**config.mk**
```make
export PLATFORM = sky130hd
export DESIGN_NAME = wave_capture
export DESIGN_NICKNAME = d
export VERILOG_FILES = /design/src/rtl/wave_capture.sv
export SDC_FILE = /design/constraint.sdc
export NUM_CORES = 2
export LEC_CHECK = 0
export ABC_AREA = 1
export BUFFER_PORTS_ARGS = -buffer_cell sky130_fd_sc_hd__buf_2
export CORE_ASPECT_RATIO = 1.75
export CORE_MARGIN = 3
export CORE_UTILIZATION = 50
export CTS_CLUSTER_DIAMETER = 60
export DETAILED_ROUTE_END_ITERATION = 7
export GPL_TIMING_DRIVEN = 0
export PLACE_DENSITY = 0.65
export SYNTH_ARGS = -nofsm -noshare
export SYNTH_HDL_FRONTEND = slang
export SYNTH_SLANG_ARGS = --single-unit
```
**constraint.sdc**
```tcl
create_clock -name clk -period 8.36 [get_ports clk]
set_input_delay 1.254 -clock clk [delete_from_list [all_inputs] [get_ports clk]]
set_output_delay 1.254 -clock clk [all_outputs]
set_load 0.02 [all_outputs]
```
**src/rtl/wave_capture.sv**
```systemverilog
// Triggered single-channel capture buffer for a VGA scope display.
// Arms on mode/button, captures DEPTH samples after a rising threshold crossing, then holds for readout.
module wave_capture #(
  parameter int DATA_W = 8,
  parameter int DEPTH  = 200,
  parameter int ADDR_W = 8,
  parameter int WIN_X0 = 100,
  parameter int WIN_Y0 = 200,
  parameter int WIN_H  = 256
) (
  input  logic              clk,
  input  logic              rst,
  input  logic              sample_valid,
  input  logic [DATA_W-1:0] sample,
  input  logic [DATA_W-1:0] trig_level,
  input  logic [1:0]        mode,
  input  logic              sw_single,
  input  logic [9:0]        value_x,
  input  logic [9:0]        value_y,
  input  logic [DATA_W-1:0] live_data,
  output logic [DATA_W-1:0] vga_data,
  output logic [1:0]        state_o,
  output logic              done
);

  typedef enum logic [1:0] {
    IDLE    = 2'd0,
    ARMED   = 2'd1,
    CAPTURE = 2'd2,
    HOLD    = 2'd3
  } state_t;

  localparam logic [1:0]        MODE_LIVE   = 2'd0;
  localparam logic [1:0]        MODE_NORMAL = 2'd1;
  localparam logic [1:0]        MODE_SINGLE = 2'd2;
  localparam logic [1:0]        MODE_STOP   = 2'd3;
  localparam logic [ADDR_W-1:0] LAST_ADDR   = ADDR_W'(DEPTH - 1);

  state_t            r_state;
  logic [ADDR_W-1:0] r_wr_addr;
  logic [ADDR_W-1:0] r_rd_addr;
  logic [DATA_W-1:0] r_prev_sample;
  logic              r_sw_meta;
  logic              r_sw_sync;
  logic              r_sw_last;
  logic              r_done;
  logic [DATA_W-1:0] r_mem [DEPTH];
  logic [DATA_W-1:0] r_q;
  logic [DATA_W-1:0] r_live_d1;
  logic [DATA_W-1:0] r_vga;
  logic              r_in_win_d1;

  logic              w_arm;
  logic              w_trig;
  logic              w_abort;
  logic              w_rearm;
  logic              w_we;
  logic [ADDR_W-1:0] w_waddr;
  logic              w_in_win;
  logic [ADDR_W-1:0] w_rd_addr;
  logic [31:0]       w_x;
  logic [31:0]       w_y;

  // sample_valid is a single-cycle qualifier with no backpressure: a sample is
  // consumed on every clock where sample_valid is high, and ignored otherwise.
  assign w_arm   = r_sw_sync & ~r_sw_last;
  assign w_trig  = sample_valid && (r_prev_sample < trig_level) && (sample >= trig_level);
  assign w_abort = (mode == MODE_LIVE) || (mode == MODE_STOP);
  assign w_rearm = (mode == MODE_NORMAL) || ((mode == MODE_SINGLE) && w_arm);

  always_comb begin
    w_we    = 1'b0;
    w_waddr = r_wr_addr;
    if (!rst && !w_abort) begin
      if ((r_state == ARMED) && w_trig) begin
        w_we    = 1'b1;
        w_waddr = '0;
      end else if ((r_state == CAPTURE) && sample_valid) begin
        w_we = 1'b1;
      end
    end
  end

  always_ff @(posedge clk) begin
    if (rst) begin
      r_sw_meta     <= 1'b0;
      r_sw_sync     <= 1'b0;
      r_sw_last     <= 1'b0;
      r_prev_sample <= '0;
    end else begin
      r_sw_meta <= sw_single;
      r_sw_sync <= r_sw_meta;
      r_sw_last <= r_sw_sync;
      if (sample_valid) r_prev_sample <= sample;
    end
  end

  always_ff @(posedge clk) begin
    if (rst) begin
      r_state   <= IDLE;
      r_wr_addr <= '0;
      r_done    <= 1'b0;
    end else begin
      r_done <= 1'b0;
      case (r_state)
        IDLE: begin
          if (w_rearm) r_state <= ARMED;
        end
        ARMED: begin
          if (mode == MODE_LIVE) begin
            r_state <= IDLE;
          end else if (mode == MODE_STOP) begin
            r_state <= HOLD;
          end else if (w_trig) begin
            // Address 0 is taken by the triggering sample itself.
            r_state   <= CAPTURE;
            r_wr_addr <= ADDR_W'(1);
          end
        end
        CAPTURE: begin
          if (mode == MODE_LIVE) begin
            r_state <= IDLE;
          end else if (mode == MODE_STOP) begin
            r_state <= HOLD;
          end else if (sample_valid) begin
            if (r_wr_addr == LAST_ADDR) begin
              r_done  <= 1'b1;
              r_state <= HOLD;
            end else begin
              r_wr_addr <= r_wr_addr + ADDR_W'(1);
            end
          end
        end
        HOLD: begin
          if (w_rearm) r_state <= ARMED;
        end
        default: r_state <= IDLE;
      endcase
    end
  end

  assign w_x      = 32'(value_x);
  assign w_y      = 32'(value_y);
  assign w_in_win = (w_x >= 32'(WIN_X0)) && (w_x < 32'(WIN_X0 + DEPTH)) &&
                    (w_y >= 32'(WIN_Y0)) && (w_y < 32'(WIN_Y0 + WIN_H));
  assign w_rd_addr = w_in_win ? ADDR_W'(w_x - 32'(WIN_X0)) : r_rd_addr;

  // Read-before-write RAM: a same-address read returns the pre-write contents.
  always_ff @(posedge clk) begin
    if (w_we) r_mem[w_waddr] <= sample;
    r_q <= r_mem[w_rd_addr];
  end

  always_ff @(posedge clk) begin
    if (rst) begin
      r_rd_addr   <= '0;
      r_in_win_d1 <= 1'b0;
      r_live_d1   <= '0;
      r_vga       <= '0;
    end else begin
      r_rd_addr   <= w_rd_addr;
      r_in_win_d1 <= w_in_win;
      r_live_d1   <= live_data;
      r_vga       <= ((mode != MODE_LIVE) && (r_state == HOLD) && r_in_win_d1) ? r_q : r_live_d1;
    end
  end

  assign vga_data = r_vga;
  assign state_o  = r_state;
  assign done     = r_done;

endmodule

```
==> Flow_metrics.wiki <==
{| class="wikitable"
! Metric !! Value
|-
| Result of the run || complete, but fails checks
|-
| Violated checks || capacitance limit, slew limit
|-
| Level count of the clock H-tree || 4
|-
| Share of cell area taken by muxes after synthesis || 0
|-
| Combinational cell fraction of total power || 0.110
|-
| Via density per instance || 6.07
|-
| Element type at the critical path end || flip-flop
|-
| Skew-Pair Late Insertion Delay || 0.85 ns
|-
| Syn Std Cell Area || 71700 µm²
|-
| Worst ir drop on vdd || 0.251 mV
|-
| Die boundary width || 292 µm
|-
| Layout Skew || 0.0330 ns
|-
| GRT Total Usage || 0.413
|-
| Initial Utilization || 0.504
|-
| Die height || 507 µm
|-
| Clock-pin transition on the worst setup and hold timing paths || 0.06 ns
|-
| Leak || 32.0 nW
|-
| Clk pwr share || 0.387
|-
| Critical path's slowest cell || sky130_fd_sc_hd__nor2_1
|-
| Switching Fraction || 0.263
|-
| Number of buffers inserted by hold repair at cts || 0
|-
| Startpoint of the lowest-slack hold path || r_sw_meta
|-
| # fillers || 12200
|-
| Number of cells on the worst hold path || 2
|-
| Power Total || 18.2 mW
|-
| Leading cell type by number of instances after synthesis || sky130_fd_sc_hd__nand2_1
|-
| Clk sink count || 1655
|-
| Layout Nets || 7109
|-
| Site Rows || 183
|-
| Flip-flop cell with the highest count after synthesis || sky130_fd_sc_hd__edfxtp_1
|-
| Register area share after synthesis || 0.686
|-
| Post-detailed-route count of antenna-violating nets || 0
|-
| Share of async-settable or async-resettable flops after synthesis || 0
|-
| Clock root buffer || sky130_fd_sc_hd__clkbuf_16
|-
| TritonCTS clock tree || done
|-
| Final Core Density || 0.561
|-
| DIE AREA || 148000 µm²
|-
| Cell area after placement || 74900 µm²
|-
| Critical Setup Path Class || input port to flip-flop
|-
| Fraction of layout instances using a drive strength above 1 || 0.0936
|-
| Worst flop-to-flop path startpoint || r_prev_sample[1]
|-
| Final Cycle Share || 0.777
|-
| Seq. cell area || 49100 µm²
|-
| Share of power burned in registers || 0.503
|-
| Count of pins on the block boundary || between 60 and 70
|-
| Yosys Warn Count || 0
|-
| DRC violation count after routing || 0
|-
| DRC marker count from the first detailed-route iteration || roughly 7500
|-
| Compound-cell area share of the yosys netlist || 0.0273
|-
| Postcts setup bufs || 0
|-
| Core ar. || 142000 µm²
|-
| Critical Path RT || 8.81 ns
|-
| Largest incremental delay on the critical path || 1.28 ns
|-
| Synthesized-area fraction occupied by and/or/nand/nor cells || 0.202
|-
| Net count of the mapped netlist || 6871
|-
| Routed len/inst || 34.1 µm
|-
| FMAX || 154 MHz
|-
| Area of combinational cells with multiple inputs || 16900 µm²
|-
| Clock buffer depth || 3
|-
| Switching power summed over all nets || 4.78 mW
|-
| Total via count after detailed routing || 54700
|-
| Share of synthesized cell area in full adder, half adder and majority cells || 0.00454
|-
| Largest fanout of any net on the critical path || 122
|-
| Worst Reg-to-Reg Cells || 15
|-
| Flops & latches, synth || approximately 1700
|-
| Internal power of the cells || 13.4 mW
|-
| Clock buffer count from CTS || 151
|-
| Class of the most critical hold timing path || flip-flop to flip-flop
|-
| Min Tclk post-route || around 6.5 ns
|-
| Max-slew violations || 22
|-
| EDFF count, synth || 1600
|-
| Number of distinct library cells after synthesis || 36
|-
| Slew at the pin with the worst max-slew slack || ~1.6 ns
|-
| Worst Path Arrival || 6.94 ns
|-
| Congestion Overflow GR || 0
|-
| Max capacitance violation total || 2
|-
| Global-route wire length before repair || 412000 µm
|-
| Number of global-route vias before repair || slightly above 50000
|-
| Global placement routability congestion || 1.05
|-
| Post-synthesis area per instance || about 11 µm²
|-
| Largest family of logic cells by synthesized area || simple AND/OR/NAND/NOR gates
|-
| Top cells by area, synth || sky130_fd_sc_hd__edfxtp_1 67%, sky130_fd_sc_hd__nand2_1 9.9%, sky130_fd_sc_hd__nand3_1 8.3%
|-
| Most frequent cells after synthesis || 1882 x sky130_fd_sc_hd__nand2_1, 1600 x sky130_fd_sc_hd__edfxtp_1, 1194 x sky130_fd_sc_hd__nand3_1, 975 x sky130_fd_sc_hd__inv_1, 309 x sky130_fd_sc_hd__nor2_1
|-
| Cells along the critical path || buf_8, buf_16, ha_1, nand2_1, nor4_1, a211oi_1, nor3_1, nand3_1, inv_1, nor2_1, inv_1, buf_4, nand2_1, nor2_1
|-
| Number of setup violations in the final report || 0
|-
| Power per cell area || between 200 and 250 nW/µm²
|-
| Port Buf Inserts || between 50 and 60
|-
| Area fraction of the dominant cell type after synthesis || 0.670
|-
| Final std cell area, no fill || 79800 µm²
|-
| Post-CTS Resized || 0
|-
| Fraction of synthesized cell area in xor and xnor cells || 0.000611
|-
| Launching element type of the critical path || input port
|-
| Number of antenna violations at the first check in global routing || 24
|-
| Worst slew slack as a fraction of its limit || -0.0650
|-
| Launch point of the critical path || sample[6]
|-
| Unrepaired setup endpoints after global routing || no
|-
| Gate count after technology mapping || 6795
|-
| Pin count of the biggest net entering global routing || about 130
|-
| Sum of net half-perimeters after detailed placement || 213000 µm
|-
| Area added between synthesis and finish || 11.4%
|-
| Number of detailed-routing iterations run before antenna repair || 8
|-
| Endpoints failing hold || 0
|-
| Total wire length || 307000 µm
|-
| Area leader, netlist || sky130_fd_sc_hd__edfxtp_1
|}
## state kept, by name, summed over array words and instances (netlist names)
register and flops:
r_rd_addr 8, r_sw_sync 1, r_sw_meta 1, r_sw_last 1, r_q 8, r_wr_addr 8
r_prev_sample 8, done 1, vga_data 8, r_in_win_d1 1, state_o 2, r_mem 1600
r_live_d1 8
## final cells by class
cell class / count / area share
well taps: 1850 / 0.0290
inverters: 988 / 0.0465
clock inverters: 83 / 0.0102
clock buffers: 182 / 0.0505
flip-flops and latches: 1655 / 0.616
plain buffers: 381 / 0.0254
repair buffers: 85 / 0.0111
multi-input cells: 3771 / 0.211
diodes: 21 / 0.000658
## metal layers
layer / vias up / track usage / part of all wire
li1: 23100 / - / -
met1: 26300 / 0.424 / 0.30
met2: 4050 / 0.673 / 0.48
met3: 1315 / 0.106 / 0.098
met4: 4 / 0.417 / 0.12
met5: - / 0 / 0.000088
## kinds of logic after synthesis
kind of cell	after synthesis
flops	1655
simple gates	3420
buf+inv	1369
xor+xnor	5
compound gates	320
fa+ha+maj	26
## power by group through the flow
| stage | combinational, mW | sequential, mW | clock [mW] |
|---|---|---|---|
| 2_1_floorplan | 0.868 | 9.31 | 0 |
| 3_3_place_gp | 1.84 | 9.35 | 0 |
| 3_5_place_dp | 1.88 | 9.32 | 0 |
| 4_1_cts | 1.88 | 9.14 | 6.98 |
| 5_1_grt | 2.03 | 9.14 | 7.30 |
| 6_report | 2.00 | 9.14 | 7.02 |
## worst max-delay path, delay by kind of cell
kind | cells | cell delay [ns]
AO/OA/AOI/OAI | 1 | 0.09
adder cells (fa/ha/maj) | 1 | 0.24
buffers and inverters | 5 | 1.53
AND/OR/NAND/NOR | 7 | 3.49
## layout by cell type (no fill, tap or decap), types with 6 or more instances in the layout
cell	count
sky130_fd_sc_hd__nand2_1	1882
sky130_fd_sc_hd__edfxtp_1	1600
sky130_fd_sc_hd__nand3_1	1194
sky130_fd_sc_hd__inv_1	975
sky130_fd_sc_hd__buf_2	298
sky130_fd_sc_hd__nor2_1	295
sky130_fd_sc_hd__clkbuf_16	156
sky130_fd_sc_hd__o21ai_0	124
sky130_fd_sc_hd__o211ai_1	119
sky130_fd_sc_hd__clkbuf_1	73
sky130_fd_sc_hd__buf_4	71
sky130_fd_sc_hd__dfxtp_1	55
sky130_fd_sc_hd__clkinv_1	36
sky130_fd_sc_hd__o21ai_1	33
sky130_fd_sc_hd__ha_1	26
sky130_fd_sc_hd__clkinv_2	25
sky130_fd_sc_hd__diode_2	21
sky130_fd_sc_hd__a21oi_1	16
sky130_fd_sc_hd__o22ai_1	16
sky130_fd_sc_hd__nor2_2	15
sky130_fd_sc_hd__buf_8	15
sky130_fd_sc_hd__bufinv_16	13
sky130_fd_sc_hd__buf_6	10
sky130_fd_sc_hd__nor3_1	10
sky130_fd_sc_hd__buf_16	10
sky130_fd_sc_hd__nor3_2	8
sky130_fd_sc_hd__clkinv_8	6
## metrics by stage
stage / hold WS [ns] / TNS (ns) / instances / setup slack, ns
2_1_floorplan: 0.388 / 0 / 6795 / 4.39
3_3_place_gp: 0.405 / -1006.08 / 8702 / -1.37
3_5_place_dp: 0.404 / 0 / 8728 / 1.04
4_1_cts: 0.414 / 0 / 8993 / 1.83
5_1_grt: 0.430 / 0 / 8997 / 1.81
6_report: 0.408 / 0 / 9016 / 1.87
## worst paths after layout
kind,endpoint,slack (ns)
setup / recovery,r_mem[168][6],1.87
hold / removal,r_sw_sync,0.41
setup reg to reg,r_mem[168][6],3.25
hold reg to reg,r_sw_sync,0.41
Note: power is estimated with default switching activity, not from simulation.
